$ cat src/rtl/voice_allocator_if.sv
// Note request handshake between a sequencer (master) and the voice allocator (slave).
//   note_valid    : request present                       (master -> slave)
//   note_ready    : allocator accepts a request this cycle (slave -> master)
//   note_id       : note identifier of the request        (master -> slave)
//   note_duration : requested duration in beats           (master -> slave)
interface voice_allocator_if #(
  parameter int unsigned ID_W  = 6,
  parameter int unsigned DUR_W = 6
);
  logic             note_valid;
  logic             note_ready;
  logic [ID_W-1:0]  note_id;
  logic [DUR_W-1:0] note_duration;

  modport master (
    output note_valid,
    output note_id,
    output note_duration,
    input  note_ready
  );

  modport slave (
    input  note_valid,
    input  note_id,
    input  note_duration,
    output note_ready
  );
endinterface

$ cat src/rtl/voice_allocator.sv
// Four-voice note allocator: hands incoming notes to the lowest free voice, or
// steals the oldest voice (mute, then reload on the next minibeat) when all
// four are busy. Active voices count down their duration on every beat.
//   clk               : system clock, rising edge
//   reset             : asynchronous active-low reset
//   play_enable       : global run; low freezes counters and the allocator
//   beat / minibeat   : one-cycle timing pulses (48 Hz / 192 Hz)
//   note              : request handshake (slave side)
//   voice_play_enable : per-voice enable, ACTIVE and running
//   voice_start       : one-cycle pulse when a voice is (re)loaded
//   voice_note        : packed note id per voice, voice i at [i*ID_W +: ID_W]
//   voice_duration    : packed loaded duration per voice, same packing
//   steal             : one-cycle pulse when an active voice is pre-empted
//   active_count      : number of voices in ACTIVE or MUTE
module voice_allocator #(
  parameter int unsigned DUR_W   = 6,
  parameter int unsigned ID_W    = 6,
  parameter int unsigned MIN_DUR = 4
) (
  input  logic                 clk,
  input  logic                 reset,
  input  logic                 play_enable,
  input  logic                 beat,
  input  logic                 minibeat,
  voice_allocator_if.slave     note,
  output logic [3:0]           voice_play_enable,
  output logic [3:0]           voice_start,
  output logic [4*ID_W-1:0]    voice_note,
  output logic [4*DUR_W-1:0]   voice_duration,
  output logic                 steal,
  output logic [2:0]           active_count
);

  localparam int unsigned      NV        = 4;
  localparam int unsigned      AGE_W     = 8;
  localparam logic [AGE_W-1:0] AGE_MAX   = {AGE_W{1'b1}};
  localparam logic [DUR_W-1:0] MIN_DUR_V = DUR_W'(MIN_DUR);
  localparam logic [DUR_W-1:0] ONE_BEAT  = DUR_W'(1);

  typedef enum logic [1:0] {IDLE, STEAL_WAIT, ASSIGN} alloc_state_e;
  typedef enum logic [1:0] {V_FREE, V_ACTIVE, V_MUTE} voice_state_e;

  // Allocator state and latched request
  alloc_state_e     state;
  logic             armed;
  logic [1:0]       target;
  logic [ID_W-1:0]  lat_id;
  logic [DUR_W-1:0] lat_dur;

  // Per-voice state
  voice_state_e     v_state [NV];
  logic [DUR_W-1:0] v_rem   [NV];
  logic [AGE_W-1:0] v_age   [NV];

  // Combinational decode
  logic             ready_c;
  logic             accept_c;
  logic             tick_c;
  logic             steal_c;
  logic             any_free_c;
  logic [1:0]       free_idx_c;
  logic [1:0]       old_idx_c;
  logic [AGE_W-1:0] old_age_c;
  logic [DUR_W-1:0] clamp_dur_c;
  logic [NV-1:0]    load_c;
  logic [NV-1:0]    mute_c;
  logic [NV-1:0]    vpe_n;
  logic [2:0]       count_n;
  voice_state_e     v_state_n [NV];

  // armed keeps note_ready low while reset is held and until the first edge after release
  assign ready_c         = armed && play_enable && (state == IDLE);
  assign note.note_ready = ready_c;
  assign accept_c        = ready_c && note.note_valid;
  assign tick_c          = beat && play_enable;
  assign steal_c         = accept_c && !any_free_c;
  assign clamp_dur_c     = (note.note_duration < MIN_DUR_V) ? MIN_DUR_V : note.note_duration;

  // Lowest-index FREE voice and oldest voice (strict > keeps the lowest index on ties).
  // A voice expiring at this edge is still ACTIVE here, so it is never seen as free.
  always_comb begin
    any_free_c = 1'b0;
    free_idx_c = '0;
    old_idx_c  = '0;
    old_age_c  = v_age[0];
    for (int i = 0; i < int'(NV); i++) begin
      if (!any_free_c && (v_state[i] == V_FREE)) begin
        any_free_c = 1'b1;
        free_idx_c = 2'(i);
      end
      if (v_age[i] > old_age_c) begin
        old_age_c = v_age[i];
        old_idx_c = 2'(i);
      end
    end
  end

  // Next voice states: load beats mute beats expiry
  always_comb begin
    count_n = '0;
    for (int i = 0; i < int'(NV); i++) begin
      load_c[i]    = (state == ASSIGN) && (target == 2'(i));
      mute_c[i]    = steal_c && (old_idx_c == 2'(i));
      v_state_n[i] = v_state[i];
      if (load_c[i]) begin
        v_state_n[i] = V_ACTIVE;
      end else if (mute_c[i]) begin
        v_state_n[i] = V_MUTE;
      end else if (tick_c && (v_state[i] == V_ACTIVE) && (v_rem[i] == ONE_BEAT)) begin
        v_state_n[i] = V_FREE;
      end
      vpe_n[i] = (v_state_n[i] == V_ACTIVE) && play_enable;
      count_n  = count_n + 3'(v_state_n[i] != V_FREE);
    end
  end

  // Allocator FSM and its registered outputs
  always_ff @(posedge clk or negedge reset) begin
    if (!reset) begin
      state             <= IDLE;
      armed             <= 1'b0;
      target            <= '0;
      lat_id            <= '0;
      lat_dur           <= '0;
      steal             <= 1'b0;
      voice_start       <= '0;
      voice_play_enable <= '0;
      active_count      <= '0;
    end else begin
      armed             <= 1'b1;
      steal             <= steal_c;
      voice_start       <= (state == ASSIGN) ? (4'b0001 << target) : 4'b0000;
      voice_play_enable <= vpe_n;
      active_count      <= count_n;
      case (state)
        IDLE: begin
          if (accept_c) begin
            lat_id  <= note.note_id;
            lat_dur <= clamp_dur_c;
            if (any_free_c) begin
              target <= free_idx_c;
              state  <= ASSIGN;
            end else begin
              target <= old_idx_c;
              state  <= STEAL_WAIT;
            end
          end
        end
        STEAL_WAIT: begin
          if (minibeat && play_enable) begin
            state <= ASSIGN;
          end
        end
        ASSIGN: begin
          // Completes even when paused
          state <= IDLE;
        end
        default: begin
          state <= IDLE;
        end
      endcase
    end
  end

  // Voice counters and per-voice note/duration registers
  always_ff @(posedge clk or negedge reset) begin
    if (!reset) begin
      for (int i = 0; i < int'(NV); i++) begin
        v_state[i] <= V_FREE;
        v_rem[i]   <= '0;
        v_age[i]   <= '0;
      end
      voice_note     <= '0;
      voice_duration <= '0;
    end else begin
      for (int i = 0; i < int'(NV); i++) begin
        v_state[i] <= v_state_n[i];
        if (load_c[i]) begin
          v_rem[i]                         <= lat_dur;
          v_age[i]                         <= '0;
          voice_note[i*ID_W +: ID_W]       <= lat_id;
          voice_duration[i*DUR_W +: DUR_W] <= lat_dur;
        end else if (tick_c && (v_state[i] == V_ACTIVE) && !mute_c[i]) begin
          v_rem[i] <= v_rem[i] - ONE_BEAT;
          if (v_age[i] != AGE_MAX) begin
            v_age[i] <= v_age[i] + AGE_W'(1);
          end
        end
      end
    end
  end

endmodule

$ cat src/flat_wrapper.sv
// flat-port wrapper written by rule: the top's interface ports become plain ports
module voice_allocator_flat 
#(
  parameter int unsigned DUR_W   = 6,
  parameter int unsigned ID_W    = 6,
  parameter int unsigned MIN_DUR = 4
)
  (clk, reset, play_enable, beat, minibeat, voice_play_enable, voice_start, voice_note, voice_duration, steal, active_count, note_note_valid, note_note_id, note_note_duration, note_note_ready);
  voice_allocator_if #(.ID_W(ID_W), .DUR_W(DUR_W)) note_i ();
  input  logic clk;
  input  logic reset;
  input  logic play_enable;
  input  logic beat;
  input  logic minibeat;
  output logic [3:0] voice_play_enable;
  output logic [3:0] voice_start;
  output logic [4*ID_W-1:0] voice_note;
  output logic [4*DUR_W-1:0] voice_duration;
  output logic steal;
  output logic [2:0] active_count;
  input wire logic [$bits(note_i.note_valid)-1:0] note_note_valid;
  input wire logic [$bits(note_i.note_id)-1:0] note_note_id;
  input wire logic [$bits(note_i.note_duration)-1:0] note_note_duration;
  output wire logic [$bits(note_i.note_ready)-1:0] note_note_ready;
  assign note_i.note_valid = note_note_valid;
  assign note_i.note_id = note_note_id;
  assign note_i.note_duration = note_note_duration;
  assign note_note_ready = note_i.note_ready;
  voice_allocator #(.DUR_W(DUR_W), .ID_W(ID_W), .MIN_DUR(MIN_DUR)) u_core (.clk(clk), .reset(reset), .play_enable(play_enable), .beat(beat), .minibeat(minibeat), .note(note_i), .voice_play_enable(voice_play_enable), .voice_start(voice_start), .voice_note(voice_note), .voice_duration(voice_duration), .steal(steal), .active_count(active_count));
endmodule
$ cat config.mk
export PLATFORM = sky130hd
export DESIGN_NAME = voice_allocator_flat
export DESIGN_NICKNAME = d
export VERILOG_FILES = /design/src/rtl/voice_allocator_if.sv /design/src/rtl/voice_allocator.sv /design/src/flat_wrapper.sv
export SDC_FILE = /design/constraint.sdc
export NUM_CORES = 1
export LEC_CHECK = 0
export ABC_AREA = 1
export CAP_MARGIN = 20
export CORE_ASPECT_RATIO = 1.1
export CORE_MARGIN = 8
export CORE_UTILIZATION = 42
export CTS_BUF_LIST = sky130_fd_sc_hd__clkbuf_16
export DETAILED_ROUTE_END_ITERATION = 6
export GPL_ROUTABILITY_DRIVEN = 0
export PLACE_DENSITY = 0.6
export REMOVE_ABC_BUFFERS = 1
export SLEW_MARGIN = 40
export SYNTH_ARGS = -nofsm -noshare
export SYNTH_HDL_FRONTEND = slang
export SYNTH_SLANG_ARGS = --single-unit
$ cat constraint.sdc
create_clock -name clk -period 7.55 [get_ports clk]
set_clock_uncertainty 0.1 [all_clocks]
set_input_delay 2.265 -clock clk [delete_from_list [all_inputs] [get_ports clk]]
set_output_delay 2.265 -clock clk [all_outputs]
set_load 0.01 [all_outputs]
==> results of run 1 <==
## cell usage in the layout, fill, tap and decap left out, drive strengths merged, types with 2 or more instances in the layout
cell           Yosys  final
a21oi             29     29
o211ai             2      2
nor2              70     70
xor2              10     10
xnor2              3      3
nor4               4      4
o31ai              7      7
nor3              15     15
clkdlybuf4s50      0     77
ha                38     38
nand2            266    266
clkinvlp           0      4
o21ai            119    119
nand3             52     52
clkbuf            16     17
a21o               3      3
buf                7      5
clkinv             1      4
dfrtp            141    141
a41oi              4      4
inv               91     98
or2                7      7
nor3b              4      4
nand4              9      9
## cell type report
| cell class | count | area, sq um | share of cell area |
|---|---|---|---|
| repair buffers | 82 | 836 | 0.0929 |
| clock inverters | 15 | 138 | 0.0153 |
| flip-flops and latches | 141 | 3530 | 0.392 |
| clock buffers | 17 | 425 | 0.0473 |
| multi-input cells | 646 | 3410 | 0.380 |
| well taps | 238 | 298 | 0.0331 |
| inverters | 92 | 355 | 0.0395 |
## per-layer routing
| layer | vias to the layer above | global-route usage | part of all wire |
|---|---|---|---|
| met5 | - | 0 | 0 |
| met4 | 0 | 0.0648 | 0.021 |
| met3 | 21 | 0.0558 | 0.062 |
| met2 | 112 | 0.294 | 0.47 |
| met1 | 2868 | 0.215 | 0.45 |
| li1 | 3113 | - | - |
## flip-flops by register name, indices dropped and copies added, names as in the netlist, 2 cells and up
name and flops:
u_core.v_age 32, u_core.v_rem 24, u_core.voice_duration 24, u_core.voice_note 24, u_core.v_state 8, u_core.lat_dur 6
u_core.lat_id 6, u_core.voice_play_enable 4, u_core.voice_start 4, u_core.active_count 3, u_core.state 2, u_core.target 2
## final timing paths
kind                                  start                endpoint  cells past startpoint
min in group asynchronous             reset         u_core.v_age[1]                      1
max in group asynchronous             reset            u_core.armed                      2
hold reg to reg             u_core.state[1]         u_core.state[1]                      1
setup / recovery                play_enable         note_note_ready                      4
hold / removal              u_core.state[1]         u_core.state[1]                      1
setup reg to reg           u_core.v_age[29]  u_core.active_count[1]                     30
## logic make-up after synthesis
group,Yosys count,share of synthesized area
buf+inv,115,0.0625
simple gates,427,0.256
xor+xnor,13,0.0154
compound gates,166,0.121
fa+ha+maj,39,0.0670
other cells,1,0.000507
flops,141,0.477
## where the power goes
| group | total (uW) | internal [uW] | switching (uW) |
|---|---|---|---|
| Combinational | 2010 | 783 | 1230 |
| Sequential | 1240 | 1020 | 213 |
| Clock | 809 | 458 | 351 |
| Total | 4060 | 2270 | 1790 |
## per-stage QoR
stage / instance area [sq um] / setup slack [ns] / instances / total power (uW) / hold WS [ns]
floorplan: 7280 / 2.52 / 879 / 2550 / 0.309
global placement: 8390 / 1.47 / 1198 / 3240 / 0.323
detailed placement: 8400 / 1.43 / 1198 / 3270 / 0.324
CTS: 8960 / 1.42 / 1230 / 4090 / 0.332
global route: 8990 / 1.10 / 1231 / 4480 / 0.389
finish: 8990 / 1.43 / 1231 / 4060 / 0.334
==> summary.md, run 1 <==
| Metric | Value |
|---|---|
| CORE AREA | `between 15,000 and 20,000 sq um` |
| Leakage | `0.00439 uW` |
| Cts bufs inserted | `17` |
| First-pass GRT wire length | `roughly 31,000 um` |
| Post-route ant nets | `0` |
| Initial antenna violation count | `0` |
| Req. time, crit path | `5.18 ns` |
| Pre-antenna DRT Iters | `4` |
| Die width | `about 140 um` |
| Buffers on Ports | `78` |
| DR vias/cell | `4.97` |
| DP HPWL | `around 13,000 um` |
| Starting Density | `0.423` |
| Bufs and invs on worst path | `2` |
| Post-synth top area share | `0.477` |
| Worst Setup End Kind | `primary output` |
| Seq/Total Area, Yosys | `0.477` |
| Hold WC Path Type | `reg -> reg` |
| Worst ir drop on vdd | `~0.24 mV` |
| Share of flip-flops with an asynchronous set or reset | `1.00` |
| Max-cap viol count | `0` |
| Initial DRC Count | `a little over 300` |
| Number of synthesized flops with an enable pin | `0` |
| Maximum clock path buffer count | `2` |
| Number of synthesized register bits | `roughly 140` |
| Most numerous cell in the Yosys netlist | `nand2_1` |
| Core Util, Final | `0.514` |
| Cell variety after synth | `40` |
| Flop-to-flop setup slack | `1.70 ns` |
| GRT Total Usage | `0.178` |
| Final-report max-slew violation count | `0` |
| Top FF cell, synth | `dfrtp_1` |
| Num ports | `79` |
| Layout cell share with drive strength beyond 1 | `0.0796` |
| Crit path DAT | `3.76 ns` |
| DRC | `0` |
| Relative max-transition margin | `0.539` |
| Fillers | `1,723` |
| Dominant cells by area after synthesis | `dfrtp_1, nand2_1, ha_1` |
| Commonest cells in the synthesized netlist | `nand2_1, dfrtp_1, o21ai_0` |
| Fin Setup TNS | `0 ns` |
| Final nets | `1,037` |
| Slowest stage cell, crit path | `clkdlybuf4s50_1` |
| Clock sink total | `141` |
| Synthesized cell area | `around 7400 sq um` |
| Crit-path max FO | `6` |
| Cell count after synthesis | `between 900 and 1,000` |
| Rows | `51` |
| CTS tree | `built` |
| Via count | `6,114` |
| Warnings, synthesis | `0` |
| Slowest stage delay, CP | `0.68 ns` |
| Setup violators final | `0` |
| Gr ovfl total | `0` |
| Cell taking the most area after synthesis | `dfrtp_1` |
| Cts repair resizes | `0` |
| WL/cell | `approximately 15 um` |
| Fin. Hold Viols | `0` |
| Fin crit period | `6.12 ns` |
| N_diodes | `0` |
| Largest net degree at the start of global routing | `99` |
| Final WL | `18,500 um` |
| Worst slew pin tran | `0.690 ns` |
| Die area | `22,100 sq um` |
| Status | `completed` |
| CP Launch Type | `primary input` |
| Critical path's top delay family | `buffers and inverters` |
| Syn_area_per_cell | `8.19 sq um` |
| Max Freq | `163 MHz` |
| Hold_buf cts | `0` |
| Most used cell, CP | `clkdlybuf4s50_1` |
| Pwr dens | `between 400 and 500 nW/um^2` |
| Critical path class | `in -> out` |
| Root Driver | `clkbuf_16` |
| Period Utilization, post-route | `0.811` |
| Post-CTS setup buffers | `0` |
| RSZ-0062 raised after global routing | `no` |
| Clk pin slew, worst setup/hold paths | `~0.060 ns` |
| DIE HEIGHT | `155 um` |
| H-Tree Depth | `4` |
| Worst-skew pair later-pin latency | `0.42 ns` |
| Area grow syn2layout | `21.7%` |
| Vias in the first global route | `a little over 6,000` |
| CP cell instances | `clkdlybuf4s50_1 -> nand2_2 -> nor2_4 -> clkdlybuf4s50_1` |
No activity file was read; power rests on OpenSTA's default activity.
==> inputs of run 2 (changes only) <==
Clock period 7.55 ns to 5.9 ns, I/O delays scaled along.
==> run 2 against run 1 <==
Effect of this change:
- critical path depth increased by 23
- first-iteration DRC count increased by 35%
- routed wire length increased by 1.5%
- worst hold slack improved by 0.021 ns
- register-to-register slack got worse by 1.1 ns
- largest cell class unchanged
- final cell count increased by 0.57%
==> summary.md, run 2 (synthesized netlist as in run 1, its figures left out) <==
| Metric | Value |
|---|---|
| Crit-path max FO | `18` |
| Cts bufs inserted | `17` |
| Die width | `about 140 um` |
| Via count | `6,114` |
| GRT Total Usage | `0.181` |
| DIE HEIGHT | `155 um` |
| Period Utilization, post-route | `0.906` |
| Commonest cells after routing, fill and taps aside | `nand2_1, dfrtp_1, o21ai_0, inv_1, clkdlybuf4s50_1` |
| CP Launch Type | `register` |
| Max Freq | `roughly 190 MHz` |
| Sw frac | `0.435` |
| Post-route design area | `9060 sq um` |
| Max reg flops | `32` |
| N_diodes | `0` |
| Slowest stage cell, crit path | `fa_1` |
| Critical path class | `reg -> reg` |
| Setup WS pre-CTS | `0.0582 ns` |
| Fin Setup TNS | `0 ns` |
| Hold WC Path Type | `reg -> reg` |
| Clk pin slew, worst setup/hold paths | `around 0.06 ns` |
| Area grow syn2layout | `22.6%` |
| Max-cap viol count | `0` |
| Worst Setup End Kind | `register` |
| Num ports | `~80` |
| Crit Reg-Reg Startpoint | `u_core.v_age[29]` |
| Root Driver | `clkbuf_16` |
| Setup violators final | `0` |
| DP HPWL | `13,300 um` |
| Req. time, crit path | `6.11 ns` |
| DRC | `0` |
| DP Area | `around 8500 sq um` |
| Final-report max-slew violation count | `0` |
| Hold WS | `0.355 ns` |
| Setup WS post-layout | `0.556 ns` |
| H-Tree Depth | `4` |
| Cts repair resizes | `0` |
| WL/cell | `15.2 um` |
| Flop pwr share | `0.298` |
| Buffers on Ports | `78` |
| CORE AREA | `17,500 sq um` |
| Flop-to-flop setup slack | `between 0.5 and 0.6 ns` |
| Final nets | `1,045` |
| Most used cell, CP | `nand2_1` |
| Clock sink total | `approximately 140` |
| Setup crit end | `u_core.active_count[1]` |
| First-pass GRT wire length | `31,300 um` |
| DR vias/cell | `between 4 and 5` |
| Rows | `51` |
| Net switching power figure | `2310 uW` |
| Worst slew pin tran | `between 0.7 and 0.8 ns` |
| Layout cell share with drive strength beyond 1 | `0.0900` |
| Worst setup startpoint | `u_core.v_age[29]` |
| Slowest stage delay, CP | `roughly 0.4 ns` |
| RSZ-0062 raised after global routing | `no` |
| Crit path DAT | `5.55 ns` |
| Most common cell after layout, fill and taps aside | `nand2_1` |
| Post-CTS setup buffers | `0` |
| R2R Path End | `u_core.active_count[1]` |
| Final WL | `18,800 um` |
| Worst ir drop on vdd | `slightly below 0.3 mV` |
| Fin. Hold Viols | `0` |
| Maximum clock path buffer count | `2` |
| Fin crit period | `5.34 ns` |
| Pwr dens | `586 nW/um^2` |
| Initial antenna violation count | `0` |
| Post-route ant nets | `0` |
| Starting Density | `0.423` |
| Initial DRC Count | `417` |
| Hold_buf cts | `0` |
| Die area | `22,100 sq um` |
| Largest net degree at the start of global routing | `67` |
| Worst-skew pair later-pin latency | `0.42 ns` |
| Relative max-transition margin | `0.510` |
| Power Total | `5310 uW` |
| R2R depth | `27` |
| Leakage | `0.00443 uW` |
| Largest Register | `u_core.v_age` |
| CTS tree | `built` |
| Internal power | `3000 uW` |
| Pre-antenna DRT Iters | `5` |
| Comb power frac | `0.500` |
| Status | `completed` |
| Gr ovfl total | `0` |
| Clock power share | `0.203` |
| Vias in the first global route | `5,978` |
run 2: critical path: cells and delay by family, from the launching register on:
family / cells / cell delay, ns
AOI/OAI and AO/OA: 4 / 0.78
adders and majority gates: 6 / 1.91
buffers and inverters: 2 / 0.18
DFF: 1 / 0.39
and+or+nand+nor: 15 / 1.85
run 2: final cells by class:
type	count	area [sq um]
multi-input cells	646	3420
clock inverters	14	160
inverters	92	355
clock buffers	17	425
flip-flops and latches	141	3530
fillers	1683	8420
well taps	238	298
repair buffers	90	872
run 2: how the worst min path moves through the flow:
stage                          startpoint              end  slack (ns)  cells past startpoint
after detailed placement  u_core.state[1]  u_core.state[1]        0.34                      1
after global placement    u_core.state[1]  u_core.state[1]        0.33                      1
after CTS                 u_core.state[1]  u_core.state[1]        0.36                      1
after global routing      u_core.state[1]  u_core.state[1]        0.37                      1
final                     u_core.state[1]  u_core.state[1]        0.36                      1
after floorplan           u_core.state[1]  u_core.state[1]        0.31                      1
run 2: power by group through the flow:
| stage | Combinational, uW | Clock (uW) | Sequential [uW] |
|---|---|---|---|
| CTS | 2660 | 1100 | 1580 |
| detailed placement | 2650 | 0 | 1590 |
| floorplan | 1670 | 0 | 1600 |
| global placement | 2600 | 0 | 1590 |
| global route | 3060 | 1140 | 1630 |
| finish | 2660 | 1080 | 1580 |
run 2: per-stage QoR:
stage	instances	utilization
after CTS	1238	0.517
after global placement	1207	0.484
after floorplan	879	-
after detailed placement	1207	0.484
after global routing	1238	0.518
final	1238	0.518
run 2: metal layers:
layer | track usage | routed length (um) | vias to the layer above
met5 | 0 | 0 | -
met3 | 0.0610 | 1220 | 19
met1 | 0.220 | 8360 | 2854
met2 | 0.296 | 8980 | 121
li1 | - | - | 3120
met4 | 0.0567 | 257 | 0
==> inputs of run 3 (changes only) <==
Clock period 5.9 ns to 5.4 ns, I/O delays scaled along.
==> run 3 against run 2 <==
Effect of this change:
- first-iteration DRC count shrank 20%
- total power grew 14%
- final cell count grew 1.5%
- global-route usage grew 0.11 points
- combinational power grew 20%
- core utilization grew 1.2 points
- critical path type unchanged
- largest cell class unchanged
- highest routed layer unchanged
==> summary.md, run 3 (synthesized netlist as in run 1, its figures left out) <==
| Metric | Value |
|---|---|
| Period Utilization, post-route | `0.931` |
| DP Area | `roughly 8600 sq um` |
| Worst hold start | `u_core.state[1]` |
| Max reg flops | `32` |
| Worst-skew pair later-pin latency | `0.42 ns` |
| Hold_buf cts | `0` |
| Largest Register | `u_core.v_age` |
| Final nets | `1,064` |
| CTS tree | `built` |
| Post-route ant nets | `0` |
| Maximum clock path buffer count | `2` |
| DRC | `0` |
| Crit path DAT | `about 5.2 ns` |
| Vias in the first global route | `6,282` |
| Critical path class | `reg -> reg` |
| Most used cell, CP | `nand2_1` |
| Hold Crit Depth | `1` |
| R2R depth | `36` |
| DR vias/cell | `4.98` |
| Fin. Hold Viols | `0` |
| DP HPWL | `about 14,000 um` |
| Die area | `about 22,000 sq um` |
| Final WL | `19,200 um` |
| Cell total after placement | `1,219` |
| Layout cell share with drive strength beyond 1 | `0.122` |
| Via count | `6,262` |
| Worst ir drop on vdd | `0.360 mV` |
| First-pass GRT wire length | `31,900 um` |
| Slowest stage cell, crit path | `dfrtp_1` |
| Clock sink total | `141` |
| Starting Density | `0.423` |
| Rows | `51` |
| Leakage | `0.00454 uW` |
| WL/cell | `15.3 um` |
| Max-cap viol count | `0` |
| Num ports | `between 70 and 80` |
| Initial antenna violation count | `0` |
| Root Driver | `clkbuf_16` |
| Gr ovfl total | `0` |
| Crit-path max FO | `9` |
| Initial DRC Count | `332` |
| CORE AREA | `17,500 sq um` |
| Max Freq | `199 MHz` |
| Power Total | `6060 uW` |
| Commonest cells after routing, fill and taps aside | `nand2_1, dfrtp_1, o21ai_0, inv_1, clkdlybuf4s50_1` |
| Clk pin slew, worst setup/hold paths | `about 0.060 ns` |
| Core Util, Final | `0.530` |
| Pwr dens | `653 nW/um^2` |
| CP Launch Type | `register` |
| Status | `completed` |
| Flop-to-flop setup slack | `0.37 ns` |
| Pre-antenna DRT Iters | `5` |
| Slowest stage delay, CP | `0.43 ns` |
| Cts bufs inserted | `17` |
| Buffers on Ports | `78` |
| Worst slew pin tran | `0.703 ns` |
| Worst Setup End Kind | `register` |
| Post-route design area | `9270 sq um` |
| Most common cell after layout, fill and taps aside | `nand2_1` |
| H-Tree Depth | `4` |
| GRT Total Usage | `0.182` |
| Area grow syn2layout | `25.4%` |
| Final-report max-slew violation count | `0` |
| Largest net degree at the start of global routing | `107` |
| Worst setup startpoint | `u_core.v_age[17]` |
| N_diodes | `0` |
| Crit Reg-Reg Startpoint | `u_core.v_age[17]` |
| Hold WC Path Type | `reg -> reg` |
| Req. time, crit path | `roughly 5.6 ns` |
| Relative max-transition margin | `0.531` |
| Fin crit period | `5.03 ns` |
| Die width | `around 140 um` |
| DIE HEIGHT | `about 160 um` |
| Post-route insts no fill | `between 1,000 and 1,500` |
| Setup violators final | `0` |
## run 3: cell types whose count changed in the layout (fill, tap and decap cells not counted), sizes merged
cell	previous run	this run
inv	98	100
clkinv	2	5
buf	13	31
clkinvlp	4	1
bufinv	2	0
nand2	266	267
## run 3: final cells by class
type / count / area (sq um)
clock buffer: 17 / 425
clock inverter: 14 / 149
fill: 1649 / 8210
inverter: 92 / 355
multi-input combinational: 647 / 3490
sequential: 141 / 3530
tap: 238 / 298
timing repair buffer: 108 / 1020
## run 3: critical path, delay by kind of cell (launching register included)
kind                     cells  cell delay (ns)
buffers and inverters        4             0.44
adder cells (fa/ha/maj)      6             1.87
AND/OR/NAND/NOR             22             1.66
AO/OA/AOI/OAI                4             0.42
flip-flops                   1             0.43
## run 3: worst paths after layout
path	to
max	u_core.active_count[1]
min	u_core.state[1]
max reg2reg	u_core.active_count[1]
min reg2reg	u_core.state[1]
max in group asynchronous	u_core.state[0]
min in group asynchronous	u_core.steal
## run 3: what timing repair did
action / in CTS / in global routing
hold endpoints to repair: 0 / 0
setup endpoints to repair: 1 / 3
gates resized for setup: 1 / 24
setup buffers: 0 / 5
cloned: 0 / 1
pin swaps: 0 / 10
## run 3: where the power goes
group	leakage, uW	switching, uW	total [uW]	internal, uW
Sequential	0.00182	287	1720	1430
Combinational	0.00244	1880	3200	1320
Clock	0.000280	523	1140	615
Total	0.00454	2690	6060	3360
## run 3: layer usage
| metal | wire length (um) | track usage | up-vias | share of wire |
|---|---|---|---|---|
| met5 | 0 | 0 | - | 0 |
| met4 | 304 | 0.0572 | 0 | 0.016 |
| met3 | 1280 | 0.0604 | 23 | 0.066 |
| met2 | 9110 | 0.297 | 129 | 0.47 |
| met1 | 8520 | 0.223 | 2948 | 0.44 |
| li1 | - | - | 3162 | - |
## run 3: through the flow
step	setup TNS [ns]	worst slack [ns]	hold WS (ns)
2_1_floorplan	0	0.373	0.309
3_5_place_dp	0	0.00657	0.328
5_1_grt	-0.0427	-0.0427	0.362
4_1_cts	0	0.105	0.338
3_3_place_gp	0	0.120	0.323
6_report	0	0.372	0.337
